[config.mk]
export PLATFORM = sky130hd
export DESIGN_NAME = hex_display_sequencer
export DESIGN_NICKNAME = d
export VERILOG_FILES = /design/src/rtl/hex_display_sequencer_pkg.sv /design/src/rtl/hex_display_sequencer_hexadigit4.sv /design/src/rtl/hex_display_sequencer.sv
export SDC_FILE = /design/constraint.sdc
export NUM_CORES = 1
export LEC_CHECK = 0
export CAP_MARGIN = 10
export CORE_MARGIN = 3
export CORE_UTILIZATION = 25
export CTS_CLUSTER_DIAMETER = 30
export DETAILED_ROUTE_END_ITERATION = 7
export PLACE_DENSITY = 0.44
export SLEW_MARGIN = 20
export SYNTH_ARGS = -nofsm -noshare
export SYNTH_HDL_FRONTEND = slang
export SYNTH_SLANG_ARGS = --single-unit
export TNS_END_PERCENT = 5
[constraint.sdc]
create_clock -name clk -period 2.8 [get_ports clk]
set_clock_uncertainty 0.2 [all_clocks]
set_input_delay 0.28 -clock clk [delete_from_list [all_inputs] [get_ports clk]]
set_output_delay 0.28 -clock clk [all_outputs]
set_load 0.005 [all_outputs]
[src/rtl/hex_display_sequencer_pkg.sv]
// Shared definitions for the hex display sequencer: blank segment code,
// FSM state encoding and the digit index width helper.
package hex_display_sequencer_pkg;

    localparam logic [6:0] SEG_BLANK = 7'h7F;

    typedef enum logic [1:0] {
        ST_IDLE   = 2'd0,
        ST_SCAN   = 2'd1,
        ST_COMMIT = 2'd2
    } state_t;

    // A single digit still needs a one-bit index register.
    function automatic int idx_width(input int n);
        return (n <= 2) ? 1 : $clog2(n);
    endfunction

endpackage

[src/rtl/hex_display_sequencer_hexadigit4.sv]
// Combinational nibble to active-low seven-segment decoder (bit 6 = g, bit 0 = a).
module hexadigit4 (
    input  logic [3:0] nib,
    output logic [6:0] seg
);

    // Fixed glyph table for 0..F.
    always_comb begin
        seg = 7'h7F;
        case (nib)
            4'h0: seg = 7'h40;
            4'h1: seg = 7'h79;
            4'h2: seg = 7'h24;
            4'h3: seg = 7'h30;
            4'h4: seg = 7'h19;
            4'h5: seg = 7'h12;
            4'h6: seg = 7'h02;
            4'h7: seg = 7'h78;
            4'h8: seg = 7'h00;
            4'h9: seg = 7'h10;
            4'hA: seg = 7'h08;
            4'hB: seg = 7'h03;
            4'hC: seg = 7'h46;
            4'hD: seg = 7'h21;
            4'hE: seg = 7'h06;
            4'hF: seg = 7'h0E;
            default: seg = 7'h7F;
        endcase
    end

endmodule

[src/rtl/hex_display_sequencer.sv]
// Captures a word, scans its nibbles MSB-first through one shared decoder
// into a shadow bank, then commits the whole bank to the displays at once.
//
// state  | meaning
// IDLE   | ready for a new word; displays hold last committed value
// SCAN   | decoding nibble idx into shadow slot idx, counting down to 0
// COMMIT | copy shadow bank to hex_out in one edge and pulse done
module hex_display_sequencer
    import hex_display_sequencer_pkg::*;
#(
    parameter int NUM_DIGITS    = 4,
    parameter bit BLANK_LEADING = 1'b1
) (
    input  logic                    clk,
    input  logic                    rst_n,
    input  logic                    in_valid,
    input  logic [4*NUM_DIGITS-1:0] in_data,
    output logic                    in_ready,
    output logic [7*NUM_DIGITS-1:0] hex_out,
    output logic                    busy,
    output logic                    done
);

    localparam int IW = idx_width(NUM_DIGITS);

    state_t                    state;
    logic [IW-1:0]             idx;
    logic                      seen_nz;
    logic [4*NUM_DIGITS-1:0]   word;
    logic [7*NUM_DIGITS-1:0]   shadow;
    logic [3:0]                nib;
    logic [6:0]                seg;
    logic [6:0]                slot;

    assign nib      = word[int'(idx) * 4 +: 4];
    assign in_ready = (state == ST_IDLE) & rst_n;
    assign busy     = (state != ST_IDLE);

    hexadigit4 u_dec (
        .nib (nib),
        .seg (seg)
    );

    // Leading zeros are blanked until the first non-zero nibble; digit 0 always shows.
    always_comb begin
        slot = seg;
        if (BLANK_LEADING && !seen_nz && (nib == 4'h0) && (idx != '0))
            slot = SEG_BLANK;
    end

    // Sequencer FSM with registered display bank and done pulse.
    always_ff @(posedge clk) begin
        if (!rst_n) begin
            state   <= ST_IDLE;
            idx     <= '0;
            seen_nz <= 1'b0;
            word    <= '0;
            shadow  <= {NUM_DIGITS{SEG_BLANK}};
            hex_out <= {NUM_DIGITS{SEG_BLANK}};
            done    <= 1'b0;
        end else begin
            done <= 1'b0;
            case (state)
                ST_IDLE: begin
                    if (in_valid) begin
                        word    <= in_data;
                        idx     <= IW'(NUM_DIGITS - 1);
                        seen_nz <= 1'b0;
                        state   <= ST_SCAN;
                    end
                end
                ST_SCAN: begin
                    shadow[int'(idx) * 7 +: 7] <= slot;
                    if (nib != 4'h0)
                        seen_nz <= 1'b1;
                    if (idx == '0)
                        state <= ST_COMMIT;
                    else
                        idx <= idx - 1'b1;
                end
                ST_COMMIT: begin
                    hex_out <= shadow;
                    done    <= 1'b1;
                    state   <= ST_IDLE;
                end
                default: state <= ST_IDLE;
            endcase
        end
    end

endmodule

==> results_dict.tcl, run 1 <==
set metrics [dict create \
    antenna_found_initial 0 \
    ys_warn_count 0 \
    cts_resized 0 \
    grt-ovfl-total 0 \
    fmax_mhz 382.0 \
    layout_common_cells "98 x nand2_1, 78 x dfxtp_1, 49 x clkdlybuf4s50_1, 29 x nand3_1, 27 x a21oi_1" \
    initial_core_util_pct 25.90 \
    status "finished, final reports clean" \
    final_nets 433 \
    dp_hpwl_um 5514 \
    path_max_fanout 5 \
    die_area_um2 14040 \
    hold_violations 0 \
    syn_avg_cell_area_um2 8.986 \
    synthCells 352 \
    p_int_mw 2.201 \
    cts_root_buffer "clkbuf_16" \
    rr_startpoint "idx[0]" \
    p_seq_share_pct 41.4 \
    die_w_um 118.5 \
    core_um2 12210 \
    switching_power_mw 0.7438 \
    clock-sinks 78 \
    yosys-top-cells-area "dfxtp_1 49%, nand2_1 12%, a221o_1 6.3%" \
    final_cells 576 \
    ant_nets 0 \
    hold_path_class "flop to flop" \
    wire_per_inst_um 13.52 \
    dp_cells 560 \
    required_ns 2.87 \
    drc 0 \
    area_growth_pct 32.59 \
    multi_input_area_um2 1486 \
    cts_setup_buffers 0 \
    vdd_drop_max_mv 0.3127 \
    fillers 1315 \
    ctsHtreeMaxLevel 3 \
    placed_area_um2 3869 \
    final_common_cell "nand2_1" \
    drtPass1Iterations 4 \
    ys_types 35 \
    num_vias 2526 \
    gp_congestion 0.7595 \
    crit_arrival_ns 2.69 \
    synth_top_area_share_pct 49.37 \
    worst_pin_slew_ns 0.6300 \
    maxCapViolations 0 \
    min_period_over_period_pct 93.50 \
    path_clk_slew_ns 0.06 \
    path_class "flop to flop" \
    swShare_pct 25.26 \
    n_antenna_cell 0 \
    total_leakage_power_nw 1.672 \
    viasPerCell 4.385 \
    drive_gt1_share_pct 9.804 \
    synth_fp_nets 382 \
    rr_worst_depth 7 \
    hold_depth 2 \
    pre_cts_slack_ns 0.1992 \
    num_io_pins 50 \
    design_power_total_mw 2.945 \
    min_period_ns 2.618 \
    rsz0062_at_grt "no" \
    synth_top_cell_by_area "dfxtp_1" \
    tns_ns 0 \
    clock_latency_ns 0.33 \
    die_h_um 118.5 \
    synthesis.area_um2 3163 \
    p_per_area_nw_per_um2 702.1 \
    grt_pass1_vias 2411 \
    rows 40 \
    synth-seq-cells 78 \
    holdPathEnd "seen_nz" \
    endpoint_kind "flop" \
    worstHoldStart "seen_nz" \
    clockBufferDepth 2 \
    maxSlewHeadroom_pct 56.80 \
    ys_seq_area_share_pct 49.37 \
    reg2reg_to "shadow[8]" \
    numPortBuffers 49 \
    grt_use_total_pct 11.56 \
    cts_tree "yes" \
    ctsHoldBuffers 0 \
    setup_slack_ns 0.1819 \
    final_area_um2 4194 \
    setup_viol 0 \
    r2r_setup_slack_ns 0.18 \
    grt_max_degree 34 \
    worstSetupStartpointType "flop" \
    drt-initial-drc-count 152 \
    clkPwrFrac_pct 42.5 \
    final-max-slew-violation-count 0 \
    routed_wl_um 7790 \
    grt_pass1_wl_um 12980 \
    seq_area_um2 1562 \
    combPwrFrac_pct 16.0 \
    cts_made_buffers 9 \
]
-- metrics by stage --
step	hold WS [ns]	utilization (%)
3_5_place_dp	0.2497	31.68
5_1_grt	0.2699	34.34
4_1_cts	0.2583	34.34
6_report	0.2532	34.34
3_3_place_gp	0.2415	31.68
2_1_floorplan	0.2160	-
-- cell usage after synthesis, drive strengths merged --
library cell and instances:
nand2 98, dfxtp 78, nand3 29, a21oi 27
a221o 20, clkbuf 17, o21ai 14, ha 11
inv 9, nor2 8, mux2i 6, mux4 4
buf 3, mux2 3, nand4 3, nor2b 3
and2 2, and3 2, nor3b 2, o2bb2ai 2
a211oi 1, a22o 1, a2bb2oi 1, and4 1
clkinv 1, nand2b 1, nand3b 1, nor3 1
o21ba 1, or2 1, or4b 1
-- power groups by stage --
stage	sequential (mW)	clock (mW)	combinational [mW]
after floorplan	1.24	0	0.292
after global placement	1.25	0	0.474
after detailed placement	1.24	0	0.477
after CTS	1.22	1.30	0.479
after global routing	1.23	1.34	0.527
final	1.22	1.25	0.472
-- flip-flops by register name (all words and copies together) (netlist names) --
signal   count
hex_out     28
shadow      28
word        16
idx          2
state        2
done         1
seen_nz      1
-- area by class of cell --
type	instances	share of cell area, %
clock buffer	11	5.788
timing repair buffer	60	13.66
multi-input combinational	244	35.44
inverter	10	0.8950
tap	168	5.012
clock inverter	5	1.969
sequential	78	37.23
-- how the worst max path moves through the flow --
| stage | slack (ns) | end | depth (start not counted) | start |
|---|---|---|---|---|
| after floorplan | 0.007 | shadow[10] | 8 | idx[0] |
| after global placement | 0.23 | shadow[8] | 7 | idx[0] |
| after detailed placement | 0.20 | shadow[8] | 7 | idx[0] |
| after CTS | 0.17 | shadow[8] | 7 | idx[0] |
| after global routing | 0.05 | shadow[27] | 7 | idx[0] |
| final | 0.18 | shadow[8] | 7 | idx[0] |
-- metal layers --
| metal | vias up | routed length [um] | track usage (%) | share of wire (%) |
|---|---|---|---|---|
| met2 | 59 | 3272 | 16.61 | 42 |
| li1 | 1321 | - | - | - |
| met5 | - | 0 | 0 | 0 |
| met3 | 2 | 413 | 4.450 | 5.3 |
| met1 | 1144 | 4069 | 16.19 | 52 |
| met4 | 0 | 35 | 3.041 | 0.45 |
-- kinds of logic after synthesis --
| family | Yosys count | synth area share (%) |
|---|---|---|
| adders and majority gates | 11 | 4.351 |
| and+or+nand+nor | 153 | 21.28 |
| muxes | 13 | 5.815 |
| AOI/OAI and AO/OA | 67 | 15.55 |
| buffers and inverters | 30 | 3.639 |
| DFF | 78 | 49.37 |
-- worst max-delay path: stages (launching register included) --
cell and delay (ns):
dfxtp_1 0.44, mux4_2 0.55, inv_1 0.12, ha_1 0.21, inv_1 0.06, or4b_4 0.61
o21ai_4 0.23, a221o_1 0.14
Note: power is estimated with default switching activity, not from simulation.
==> inputs of run 2 (changes only) <==
--- a/config.mk
+++ b/config.mk
@@ -9,6 +9,7 @@
 export CORE_MARGIN = 3
 export CORE_UTILIZATION = 25
 export CTS_CLUSTER_DIAMETER = 30
+export CTS_CLUSTER_SIZE = 24
 export DETAILED_ROUTE_END_ITERATION = 7
 export PLACE_DENSITY = 0.44
 export SLEW_MARGIN = 20
==> results of run 2 <==
Final layout, timing and power as in run 1 (identical DEF).
